### config.mk
export PLATFORM = sky130hd
export DESIGN_NAME = avln_st_pkt_arbiter
export DESIGN_NICKNAME = d
export VERILOG_FILES = /design/src/rtl/global_types.sv /design/src/rtl/avln_st_pkt_arbiter_rr_pick.sv /design/src/rtl/avln_st_pkt_arbiter.sv
export SDC_FILE = /design/constraint.sdc
export NUM_CORES = 1
export LEC_CHECK = 0
export BUFFER_PORTS_ARGS = -buffer_cell sky130_fd_sc_hd__buf_2
export CAP_MARGIN = 40
export CELL_PAD_IN_SITES_DETAIL_PLACEMENT = 1
export CELL_PAD_IN_SITES_GLOBAL_PLACEMENT = 1
export CORE_UTILIZATION = 22
export CTS_CLUSTER_SIZE = 12
export DETAILED_ROUTE_END_ITERATION = 10
export MAX_ROUTING_LAYER = met4
export PLACE_DENSITY = 0.78
export SYNTH_ARGS = -nofsm -noshare
export SYNTH_HDL_FRONTEND = slang
export SYNTH_SLANG_ARGS = --single-unit
### constraint.sdc
create_clock -name clk -period 1.8 [get_ports clk]
set_input_delay 0.36 -clock clk [delete_from_list [all_inputs] [get_ports clk]]
set_output_delay 0.36 -clock clk [all_outputs]
set_load 0.01 [all_outputs]
### src/rtl/global_types.sv
// rtl/global_types.sv - shared stream types plus arbiter state and round-robin helper
package global_types;

    localparam int W   = 32;
    localparam int B   = 8;
    localparam int BpW = W / B;

    typedef struct packed {
        logic                       valid;
        logic                       sop;
        logic                       eop;
        logic [$clog2(BpW)-1:0]     empty;
        logic [W-1:0]               data;
    } avln_st;

    typedef enum logic {
        ARB_IDLE,
        ARB_LOCKED
    } arb_state_e;

    // First set bit of req scanning upward from (last+1) mod n, wrapping; n <= 8.
    // Returns last when nothing is requesting, callers qualify with any_req.
    function automatic logic [2:0] rr_first(input logic [7:0] req,
                                            input logic [2:0] last,
                                            input int         n);
        logic [2:0] idx;
        logic       found;
        rr_first = last;
        found    = 1'b0;
        for (int k = 1; k <= 8; k++) begin
            if (k <= n) begin
                idx = 3'((int'(last) + k) % n);
                if (!found && req[idx]) begin
                    rr_first = idx;
                    found    = 1'b1;
                end
            end
        end
    endfunction

endpackage

### src/rtl/avln_st_pkt_arbiter_rr_pick.sv
// rtl/avln_st_pkt_arbiter_rr_pick.sv - combinational round-robin winner select
module rr_pick
    import global_types::*;
#(
    parameter  int N_SRC = 2,
    localparam int IDX_W = $clog2(N_SRC)
) (
    input  logic [N_SRC-1:0] req,
    input  logic [IDX_W-1:0] last_grant,
    output logic [IDX_W-1:0] winner,
    output logic             any_req
);

    // Winner is the first requester after the previously served source.
    always_comb begin
        winner  = IDX_W'(rr_first(8'(req), 3'(last_grant), N_SRC));
        any_req = |req;
    end

endmodule

### src/rtl/avln_st_pkt_arbiter.sv
// rtl/avln_st_pkt_arbiter.sv - packet-granular round-robin Avalon-ST arbiter
module avln_st_pkt_arbiter
    import global_types::*;
#(
    parameter  int N_SRC = 2,
    parameter  int CNT_W = 16,
    localparam int IDX_W = $clog2(N_SRC)
) (
    input  logic             clk,
    input  logic             reset_n,
    input  avln_st           in_st [N_SRC],
    output logic [N_SRC-1:0] in_ready,
    output avln_st           out_st,
    input  logic             out_ready,
    output logic [IDX_W-1:0] grant,
    output logic             busy,
    output logic             proto_err,
    output logic [CNT_W-1:0] pkt_count
);

    arb_state_e       state_q;
    arb_state_e       state_d;
    logic [IDX_W-1:0] grant_q;
    logic [IDX_W-1:0] last_grant;
    logic [N_SRC-1:0] sop_req;
    logic [N_SRC-1:0] orphan;
    logic [IDX_W-1:0] winner;
    logic             any_req;
    logic             eop_done;

    // Split each source's head beat into packet starts and stray mid-packet beats.
    always_comb begin
        sop_req = '0;
        orphan  = '0;
        for (int i = 0; i < N_SRC; i++) begin
            sop_req[i] = in_st[i].valid &  in_st[i].sop;
            orphan[i]  = in_st[i].valid & ~in_st[i].sop;
        end
    end

    rr_pick #(.N_SRC(N_SRC)) u_rr_pick (
        .req        (sop_req),
        .last_grant (last_grant),
        .winner     (winner),
        .any_req    (any_req)
    );

    // Next state and stream muxing; outputs are forced quiet while reset is held.
    always_comb begin
        state_d   = state_q;
        out_st    = '0;
        in_ready  = '0;
        proto_err = 1'b0;
        eop_done  = 1'b0;
        unique case (state_q)
            ARB_IDLE: begin
                in_ready  = orphan;
                proto_err = |orphan;
                if (any_req) begin
                    state_d = ARB_LOCKED;
                end
            end
            ARB_LOCKED: begin
                out_st            = in_st[grant_q];
                in_ready[grant_q] = out_ready;
                if (out_st.valid && out_ready && out_st.eop) begin
                    eop_done = 1'b1;
                    state_d  = ARB_IDLE;
                end
            end
            default: state_d = ARB_IDLE;
        endcase
        if (!reset_n) begin
            in_ready     = '0;
            proto_err    = 1'b0;
            out_st.valid = 1'b0;
            eop_done     = 1'b0;
        end
    end

    // State, grant lock, round-robin pointer and forwarded-packet counter.
    always_ff @(posedge clk or negedge reset_n) begin
        if (!reset_n) begin
            state_q    <= ARB_IDLE;
            grant_q    <= '0;
            last_grant <= IDX_W'(N_SRC - 1);
            pkt_count  <= '0;
        end else begin
            state_q <= state_d;
            if (state_q == ARB_IDLE && any_req) begin
                grant_q <= winner;
            end
            if (eop_done) begin
                last_grant <= grant_q;
                pkt_count  <= pkt_count + CNT_W'(1);
            end
        end
    end

    assign grant = grant_q;
    assign busy  = (state_q == ARB_LOCKED);

endmodule

==> results.md, run 1 <==
- Global-route usage over all layers: 0.171
- PD cells: 1220 nW/um2
- Starting Density: 0.230
- Worst-path clk slew: ~0.080 ns
- Post-synth cell types: 28
- Pre-CTS WS: 0.0370 ns
- Worst Setup SP: grant$_DFFE_PN0P_
- Max_slew headroom: 0.809
- HPWL after DPL: just under 5000 um
- Clk_skew: approximately 0.0067 ns
- Yosys top cell area share: 0.304
- Synth-to-layout area growth: 78.5%
- DRT Wirelength: between 6000 and 7000 um
- Final cycle utilization of the critical path: 1.01
- Min cycle time layout: about 1.8 ns
- Max Cap Viol: 0
- Worst-Skew Late Latency: 0.26 ns
- Area fraction in and, or, nand and nor cells after synthesis: 0.269
- R2r endpoint: pkt_count[3]$_DFFE_PN0P_
- Post-Route Utilization: 0.411
- Post-synth EDFFs: 0
- Slew Viols, Final: 0
- Diode count: 0
- Reg2reg path depth: 6
- Worst-path cell chain: buf_12 > buf_12 > and3_4 > a31oi_4 > nor2b_1 > buf_2
- Die H: 84.0 um
- DRC: 9
- Post-Synthesis Cell Area: between 1000 and 1500 um2
- CTS tree: done
- Final Setup Violations: 2
- # fillers: roughly 800
- Initial antenna violation count: 0
- Total Nets Final: about 400
- Core area: roughly 6400 um2
- CP Capture Point: in_ready[1]
- Port Buffers: 134
- Root Driver: clkbuf_8
- Post-Syn Instances: 175
- Number of synthesized register bits: 19
- First-pass GRT wire length: 9380 um
- Clk sinks: 19
- Routed len/inst: 15.1 um
- Crit path kind: reg2out
- Register area share after synthesis: 0.322
- Total number of vias: ~1900
- Vias in the first global route: 1950
- Biggest area consumer among synthesized cells: dfrtp_1
- Clock Path Buffers: 2
- Layout cells sized above 1: 0.554
- Power Total: between 3000 and 4000 uW
- Setup WS post-layout: -0.0224 ns
- Worst Path Max Fanout: 7
- Main synth FF type: dfrtp_1
- Data required time of the worst path: roughly 1.4 ns
- Std-Cell Rows: 29
- Initial DRC Count: 60
- R2r startpoint: grant$_DFFE_PN0P_
- Worst hold slack: just under 0.1 ns
- H-tree depth: 1
- Adder-cell share of the synthesized area: 0.00845
- Critical path's most frequent cell: buf_12
- Top cells by area in the synthesized netlist: dfrtp_1 30%, mux2i_1 25%, nor2_1 11%
- Die area: 7060 um2
- Vias per cell: 4.64
- Nature of the critical path endpoint: output pin
- Fmax: between 500 and 600 MHz
- Largest family of logic cells by synthesized area: simple AND/OR/NAND/NOR gates
- Actual slew at the worst max-slew pin: approximately 0.29 ns
- Total CTS buffers: 3
- CP max stage cell: dfrtp_2
- Final hold viol count: 0
- DP Area: between 2000 and 2500 um2
- Failing checks: design-rule violations, negative setup slack
- Top-Level Pins: 135
- Hold Crit Class: in2async
- Worst R2R Setup Slack: ~0.05 ns
- RSZ-0062 raised after global routing: yes
- Avg Inst Size Synth: 8.46 um2
- Worst path max stage delay: between 0.4 and 0.5 ns
- YS warnings: 0
- Post-CTS Hold Fix Bufs: 0
- Compound-Gate Fraction of Synth Area: 0.0237
- Post-route cell area: between 2000 and 3000 um2
- CP startpoint kind: flip-flop
- Fraction of registers with async set or reset after synthesis: 1.00
- Max VDD drop: roughly 0.45 mV
- GP Congestion: approximately 0.84
- Die X: ~84 um
- Syn nets: between 200 and 300
- Largest net degree at the start of global routing: 27
- Leakage: approximately 0.0015 uW
- Post-DRT Antenna Nets: 0
- Status: complete, but fails checks
- Total gr overflow: 0
- Crit path arrival time: 1.46 ns
- Post-synthesis xor/xnor area fraction: 0.0888
- Mux share of post-synthesis cell area: 0.250
- DR pass1 iterations: 6
cell families after synthesis:
group,count (synthesis)
flops,19
buf+inv,13
simple gates,85
fa+ha+maj,1
xor+xnor,15
mux,37
compound gates,5
where the power goes:
group          internal [uW]  leakage [uW]  switching [uW]  total (uW)
clock                    154     0.0000255             152         306
sequential               500      0.000250            63.9         564
combinational           1200       0.00120            1140        2340
total                   1850       0.00147            1360        3210
cells in the final DEF (no fill, tap or decap), drive strengths merged, types with 3 or more instances in the layout:
cell type / synthesis / final
nor2: 43 / 43
nor4: 3 / 3
nand4: 6 / 6
and3: 3 / 3
mux2i: 37 / 37
nand3: 7 / 7
xor2: 3 / 3
buf: 6 / 157
xnor2: 12 / 12
dfrtp: 18 / 18
nand2: 16 / 16
clkbuf: 5 / 5
metrics by stage:
stage,std cells,setup TNS (ns)
after floorplan,175,-0.0814
after global placement,388,0
after detailed placement,388,0
after CTS,393,-0.108
after global routing,404,-0.695
final,404,-0.0390
final cells by class:
class,count,area [um2],area share
Clock inverter,1,5.00,0.00189
Clock buffer,3,41.3,0.0156
Inverter,2,11.3,0.00426
Timing Repair Buffer,159,978,0.370
Sequential cell,19,478,0.181
Multi-Input combinational cell,143,1030,0.391
Tap cell,77,96.3,0.0365
cells in the mapped netlist (2+ instances only):
library cell,count
a31oi_1,2
and3_1,3
buf_1,2
buf_2,3
clkbuf_1,5
dfrtp_1,18
inv_1,2
mux2i_1,37
nand2_1,16
nand3_1,7
nand4_1,6
nor2_1,43
nor2b_1,2
nor4_1,2
xnor2_1,12
xor2_1,3
metal layers:
layer  track usage  up-vias  part of all wire
met5             -        -                 0
met4        0.0188        0            0.0051
met3        0.0257        4             0.055
met2         0.353       81              0.58
met1         0.171      885              0.37
li1              -      904                 -
what timing repair did:
action                     in CTS  in global routing
pin swaps                       0                  3
hold endpoints to repair        0                  0
cloned                          1                  2
setup endpoints to repair      28                 50
buffers inserted                0                  9
resized for setup               9                 16
worst min path at each step:
stage / slack, ns / end / startpoint
detailed placement: 0.39 / pkt_count[11]$_DFFE_PN0P_ / reset_n
CTS: 0.10 / pkt_count[11]$_DFFE_PN0P_ / reset_n
global placement: 0.38 / pkt_count[9]$_DFFE_PN0P_ / reset_n
global route: 0.13 / pkt_count[9]$_DFFE_PN0P_ / reset_n
finish: 0.1 / pkt_count[12]$_DFFE_PN0P_ / reset_n
floorplan: 0.06 / busy$_DFF_PN0_ / reset_n
flip-flops by register name, summed over array words and instances (netlist names):
| name | flops |
|---|---|
| busy | 1 |
| pkt_count | 16 |
| grant | 1 |
| last_grant | 1 |
critical path: cells and delay by family (launching register included):
kind / cells / cell delay [ns]
buffers and inverters: 3 / 0.42
AO/OA/AOI/OAI: 1 / 0.13
AND/OR/NAND/NOR: 2 / 0.23
flip-flops: 1 / 0.42
No activity file was read; power rests on OpenSTA's default activity.
==> run 2, diff against run 1 <==
Clock period 1.8 ns to 1.65 ns, I/O delays scaled along.
==> run 2 against run 1 <==
Effect of this change: sequential share of layout area increased by 0.50 points; clock power increased by 11%; worst setup slack lost 0.12 ns; global-route usage rose by 0.52 points; combinational power decreased by 2%; non-clock buffer count rose by 2; the run ends with negative setup slack left; critical path depth fell by 1; sequential cell count unchanged; utilization is 1.1 points lower; die area stayed put.
==> results.md, run 2 (synthesis gave the netlist of run 1 again) <==
- Leakage: ~0.0015 uW
- DR pass1 iterations: 4
- Slew Viols, Final: 0
- Clock Path Buffers: 2
- Post-DRT Antenna Nets: 0
- Fmax: 557 MHz
- Global-route usage over all layers: 0.176
- Final cycle utilization of the critical path: 1.09
- Actual slew at the worst max-slew pin: 0.271 ns
- Root Driver: clkbuf_8
- Hold Crit Class: in2async
- Starting Density: 0.230
- CTS tree: done
- Max reg flops: 16
- Core area: around 6400 um2
- Final Setup Violations: between 40 and 50
- CP max stage cell: dfrtp_2
- Largest Register: pkt_count
- Total CTS buffers: 3
- Top-Level Pins: approximately 140
- Die area: slightly above 7000 um2
- Data required time of the worst path: about 1.3 ns
- Status: complete, but fails checks
- Max Cap Viol: 0
- Most frequent cells in the layout: 133 x buf_2, 42 x nor2_1, 33 x mux2i_1, 21 x buf_4, 17 x dfrtp_1
- HPWL after DPL: 4780 um
- Total Nets Final: between 400 and 500
- Crit path kind: reg2out
- Clk_skew: roughly 0.0024 ns
- First-pass GRT wire length: 9620 um
- Diode count: 0
- CP bufs+invs: 3
- Std-Cell Rows: 29
- DRT Wirelength: around 6000 um
- Largest net degree at the start of global routing: 39
- Register area: ~480 um2
- Max VDD drop: around 0.55 mV
- Total gr overflow: 0
- Setup WS post-layout: -0.147 ns
- Pre-CTS WS: -0.115 ns
- # fillers: 821
- DRC: 0
- Synth-to-layout area growth: 73.7%
- Die X: roughly 84 um
- Footprint of the multi-input gates: around 1000 um2
- Worst path max stage delay: ~0.50 ns
- Min cycle time layout: ~1.8 ns
- Nature of the critical path endpoint: output pin
- Crit path arrival time: around 1.5 ns
- Routed len/inst: 15.0 um
- Die H: between 80 and 90 um
- CP startpoint kind: flip-flop
- Post-CTS Hold Fix Bufs: 0
- Worst hold slack: roughly 0.032 ns
- Crit path max-delay family: flip-flops
- Worst-path clk slew: about 0.080 ns
- PD cells: between 1000 and 1500 nW/um2
- Worst-path cell chain: buf_12 > buf_4 > mux2i_1 > nor2_1 > buf_2
- H-tree depth: 1
- Worst-Skew Late Latency: approximately 0.27 ns
- Initial DRC Count: 110
- RSZ-0062 raised after global routing: yes
- Post-Route Utilization: 0.400
- Port Buffers: 134
- Clk sinks: 19
- Vias per cell: between 4 and 5
- GP Congestion: between 0.7 and 0.8
- Initial antenna violation count: 0
- Commonest non-fill, non-tap cell in the layout: buf_2
- Failing checks: negative setup slack
- Final hold viol count: 0
- Vias in the first global route: approximately 1900
- Worst Path Max Fanout: 13
- Layout cells sized above 1: 0.535
- Max_slew headroom: 0.816
- Total number of vias: 1881
run 2: cell types whose count changed in the layout (fill, tap and decap cells not counted), sizes merged:
| cell | delta |
|---|---|
| inv | +1 |
| buf | +4 |
| clkbuf | -2 |
| clkinvlp | -1 |
run 2: timing repair:
action	4_1_cts	5_1_grt
cloned	1	0
buffers inserted	6	3
resized for setup	16	2
setup endpoints to repair	48	56
pin swaps	1	0
run 2: final timing paths:
check,slack (ns),startpoint,cells after the start,end
setup reg to reg,-0.14,grant$_DFFE_PN0P_,4,pkt_count[12]$_DFFE_PN0P_
hold / removal,0.03,reset_n,2,pkt_count[7]$_DFFE_PN0P_
max in group asynchronous,1.24,reset_n,3,busy$_DFF_PN0_
hold reg to reg,0.47,last_grant$_DFFE_PN1P_,2,last_grant$_DFFE_PN1P_
min in group clk,0.39,in_st[72],3,busy$_DFF_PN0_
setup / recovery,-0.15,grant$_DFFE_PN0P_,5,out_st[32]
run 2: cell type report:
cell class | count | area share
clock inverters | 1 | 0.00195
repair buffers | 161 | 0.364
well taps | 77 | 0.0375
clock buffers | 3 | 0.0161
multi-input cells | 143 | 0.391
flip-flops and latches | 19 | 0.186
inverters | 2 | 0.00292
run 2: worst register-to-register path: cells and delay by family (launching register included):
kind / cells / cell delay (ns)
flip-flops: 1 / 0.50
multiplexers: 1 / 0.22
XOR/XNOR: 1 / 0.17
AND/OR/NAND/NOR: 2 / 0.82
run 2: power breakdown:
| group | total, uW | internal [uW] | switching, uW |
|---|---|---|---|
| Clock | 340 | 169 | 171 |
| Combinational | 2290 | 1160 | 1130 |
| Sequential | 646 | 546 | 100 |
run 2: routing by layer:
layer  wire (um)  GRT usage  vias up
li1            -          -      910
met1        2450      0.210      911
met2        3320      0.305       52
met3         226     0.0237        8
met4          84     0.0596        0
met5           0          -        -
run 2: stage by stage:
stage	instances	total power (uW)	TNS, ns	instance area (um2)
detailed placement	393	2640	-0.333	2370
global placement	393	2590	-0.0712	2370
floorplan	175	1850	-0.376	1520
finish	406	3280	-3.13	2570
CTS	404	3320	-3.34	2570
global route	406	3500	-6.77	2570
==> run 3, diff against run 2 <==
Settings changed: CORE_UTILIZATION 22 to 24, PLACE_DENSITY 0.78 to 0.81.
Clock period 1.65 ns to 1.7 ns, I/O delays scaled along.
==> run 3 against run 2 <==
Effect of this change: the run still ends with negative setup slack left; via count is 13% higher; sequential cell count stayed put; combinational power is 90% higher; wire length is 50% higher; first-iteration DRC count is 33% lower; clock skew hardly changed; hold slack worse by 0.019 ns; critical path depth is 1 higher; register-to-register slack hardly changed; non-clock buffer count is 16 higher; count of clock-buffer cells in the layout stayed put; cell area is 39% higher; largest power group unchanged.
==> results.md, run 3 (synthesis gave the netlist of run 1 again) <==
- DR pass1 iterations: 4
- Die X: ~81 um
- Failing checks: negative setup slack
- Max Cap Viol: 0
- Diode count: 0
- Vias in the first global route: about 2000
- Initial DRC Count: 74
- Crit path arrival time: between 1.5 and 2 ns
- Hold Crit Class: in2async
- Initial antenna violation count: 0
- H-tree depth: 1
- Largest net degree at the start of global routing: 19
- Worst R2R Setup Slack: -0.13 ns
- Dpl cells: 389
- Max_slew headroom: 0.727
- Total Nets Final: 424
- Worst-path clk slew: approximately 0.080 ns
- Top-Level Pins: ~140
- Sw Share: 0.415
- Layout cells sized above 1: 0.759
- Combinational group share of total power: 0.822
- Post-route cell area: between 3000 and 4000 um2
- Leakage: 0.00165 uW
- DRT Wirelength: approximately 9100 um
- Post-route insts no fill: 420
- Port Buffers: approximately 130
- Worst-Skew Late Latency: between 0.2 and 0.3 ns
- Routed len/inst: roughly 22 um
- Final cycle utilization of the critical path: 1.09
- Final Setup Violations: between 40 and 50
- Status: complete, but fails checks
- Starting Density: 0.250
- Max VDD drop: 0.695 mV
- DRC: 0
- Clock network fraction of design power: 0.063
- Actual slew at the worst max-slew pin: slightly above 0.4 ns
- Worst Path Max Fanout: 4
- Total gr overflow: 0
- Synth-to-layout area growth: 142%
- Total number of vias: 2125
- Data required time of the worst path: around 1.4 ns
- CP max stage cell: dfrtp_1
- Critical path's most frequent cell: buf_6
- HPWL after DPL: around 4600 um
- Largest Register: pkt_count
- Std-Cell Rows: 28
- GP Congestion: 0.818
- Post-DRT Antenna Nets: 0
- First-pass GRT wire length: slightly above 9000 um
- CP startpoint kind: flip-flop
- Crit path kind: reg2out
- Clk sinks: 19
- Clk_skew: ~0.0025 ns
- Core area: about 5900 um2
- Final hold viol count: 0
- Worst-path cell chain: buf_6 > clkinvlp_4 > buf_6 > clkbuf_16 > nor2_2 > buf_2
- Power Total: about 5300 uW
- Switching pwr: around 2200 uW
- Global-route usage over all layers: 0.189
- Commonest non-fill, non-tap cell in the layout: buf_2
- Reg2reg path depth: 6
- Pre-CTS WS: -0.0424 ns
- Die H: 80.5 um
- R2r endpoint: pkt_count[3]$_DFFE_PN0P_
- Root Driver: clkbuf_8
- Total CTS buffers: 3
- Clock Path Buffers: 2
- Internal Power: between 3000 and 4000 uW
- Sequential power share: 0.114
- Worst path max stage delay: approximately 0.37 ns
- DP Area: roughly 2400 um2
- Slew Viols, Final: 0
- Setup TNS: -4.77 ns
- R2r startpoint: grant$_DFFE_PN0P_
- Vias per cell: between 5 and 6
- CTS tree: done
- Setup WS post-layout: -0.150 ns
- Die area: around 6500 um2
- Most frequent cells in the layout: 111 x buf_2, 30 x buf_6, 26 x mux2i_4, 24 x nor2_4, 23 x buf_4
- Max reg flops: 16
- RSZ-0062 raised after global routing: yes
- Nature of the critical path endpoint: output pin
- Fmax: 541 MHz
- Min cycle time layout: roughly 1.8 ns
- PD cells: approximately 1500 nW/um2
-- run 3: cell types whose count changed in the layout (fill, tap and decap cells not counted), moves of 6 or more --
| cell | change |
|---|---|
| nor2_1 | -36 |
| mux2i_1 | -29 |
| buf_6 | +27 |
| mux2i_4 | +25 |
| nor2_4 | +23 |
| buf_2 | -22 |
| nor2_2 | +13 |
| clkbuf_16 | +6 |
-- run 3: worst max path at each step --
stage	from	to	slack, ns	depth (start not counted)
floorplan	grant$_DFFE_PN0P_	pkt_count[10]$_DFFE_PN0P_	-0.05	5
detailed placement	grant$_DFFE_PN0P_	pkt_count[12]$_DFFE_PN0P_	-0.04	4
finish	busy$_DFF_PN0_	out_st[4]	-0.15	6
global route	busy$_DFF_PN0_	out_st[4]	-0.21	6
CTS	grant$_DFFE_PN0P_	pkt_count[12]$_DFFE_PN0P_	-0.07	5
global placement	grant$_DFFE_PN0P_	pkt_count[12]$_DFFE_PN0P_	0.002	4
-- run 3: power by group through the flow --
stage	clock network [uW]	logic [uW]	registers (uW)
2_1_floorplan	0	1170	617
3_3_place_gp	0	1900	620
3_5_place_dp	0	1950	621
4_1_cts	339	2490	602
5_1_grt	361	4520	616
6_report	334	4340	603
-- run 3: stage by stage --
step,hold slack (ns),utilization
2_1_floorplan,0.0444,-
3_3_place_gp,0.275,0.399
3_5_place_dp,0.283,0.399
4_1_cts,0.0143,0.445
5_1_grt,0.0115,0.605
6_report,0.0133,0.605
-- run 3: layout make-up --
type                    count  area, um2
inverters                   2       11.3
fillers                   649       2340
repair buffers            177       1390
flip-flops and latches     19        478
clock buffers               3       41.3
clock inverters             1       7.51
multi-input cells         143       1560
well taps                  75       93.8
-- run 3: repair_timing --
item	4_1_cts	5_1_grt
pin swaps	3	15
resized for setup	20	143
endpoints found under the setup margin	43	52
gates cloned	3	7
setup buffers	8	9
hold buffers	0	0
-- run 3: critical path, delay by kind of cell (launching register included) --
kind / cells / cell delay [ns]
buffers and inverters: 5 / 0.77
DFF: 1 / 0.37
and+or+nand+nor: 1 / 0.10
-- run 3: layer usage --
metal,vias up,part of all wire,global-route usage
met2,124,0.55,0.374
met4,0,0.058,0.0375
met1,1021,0.35,0.202
met3,32,0.045,0.0182
met5,-,0,-
li1,948,-,-
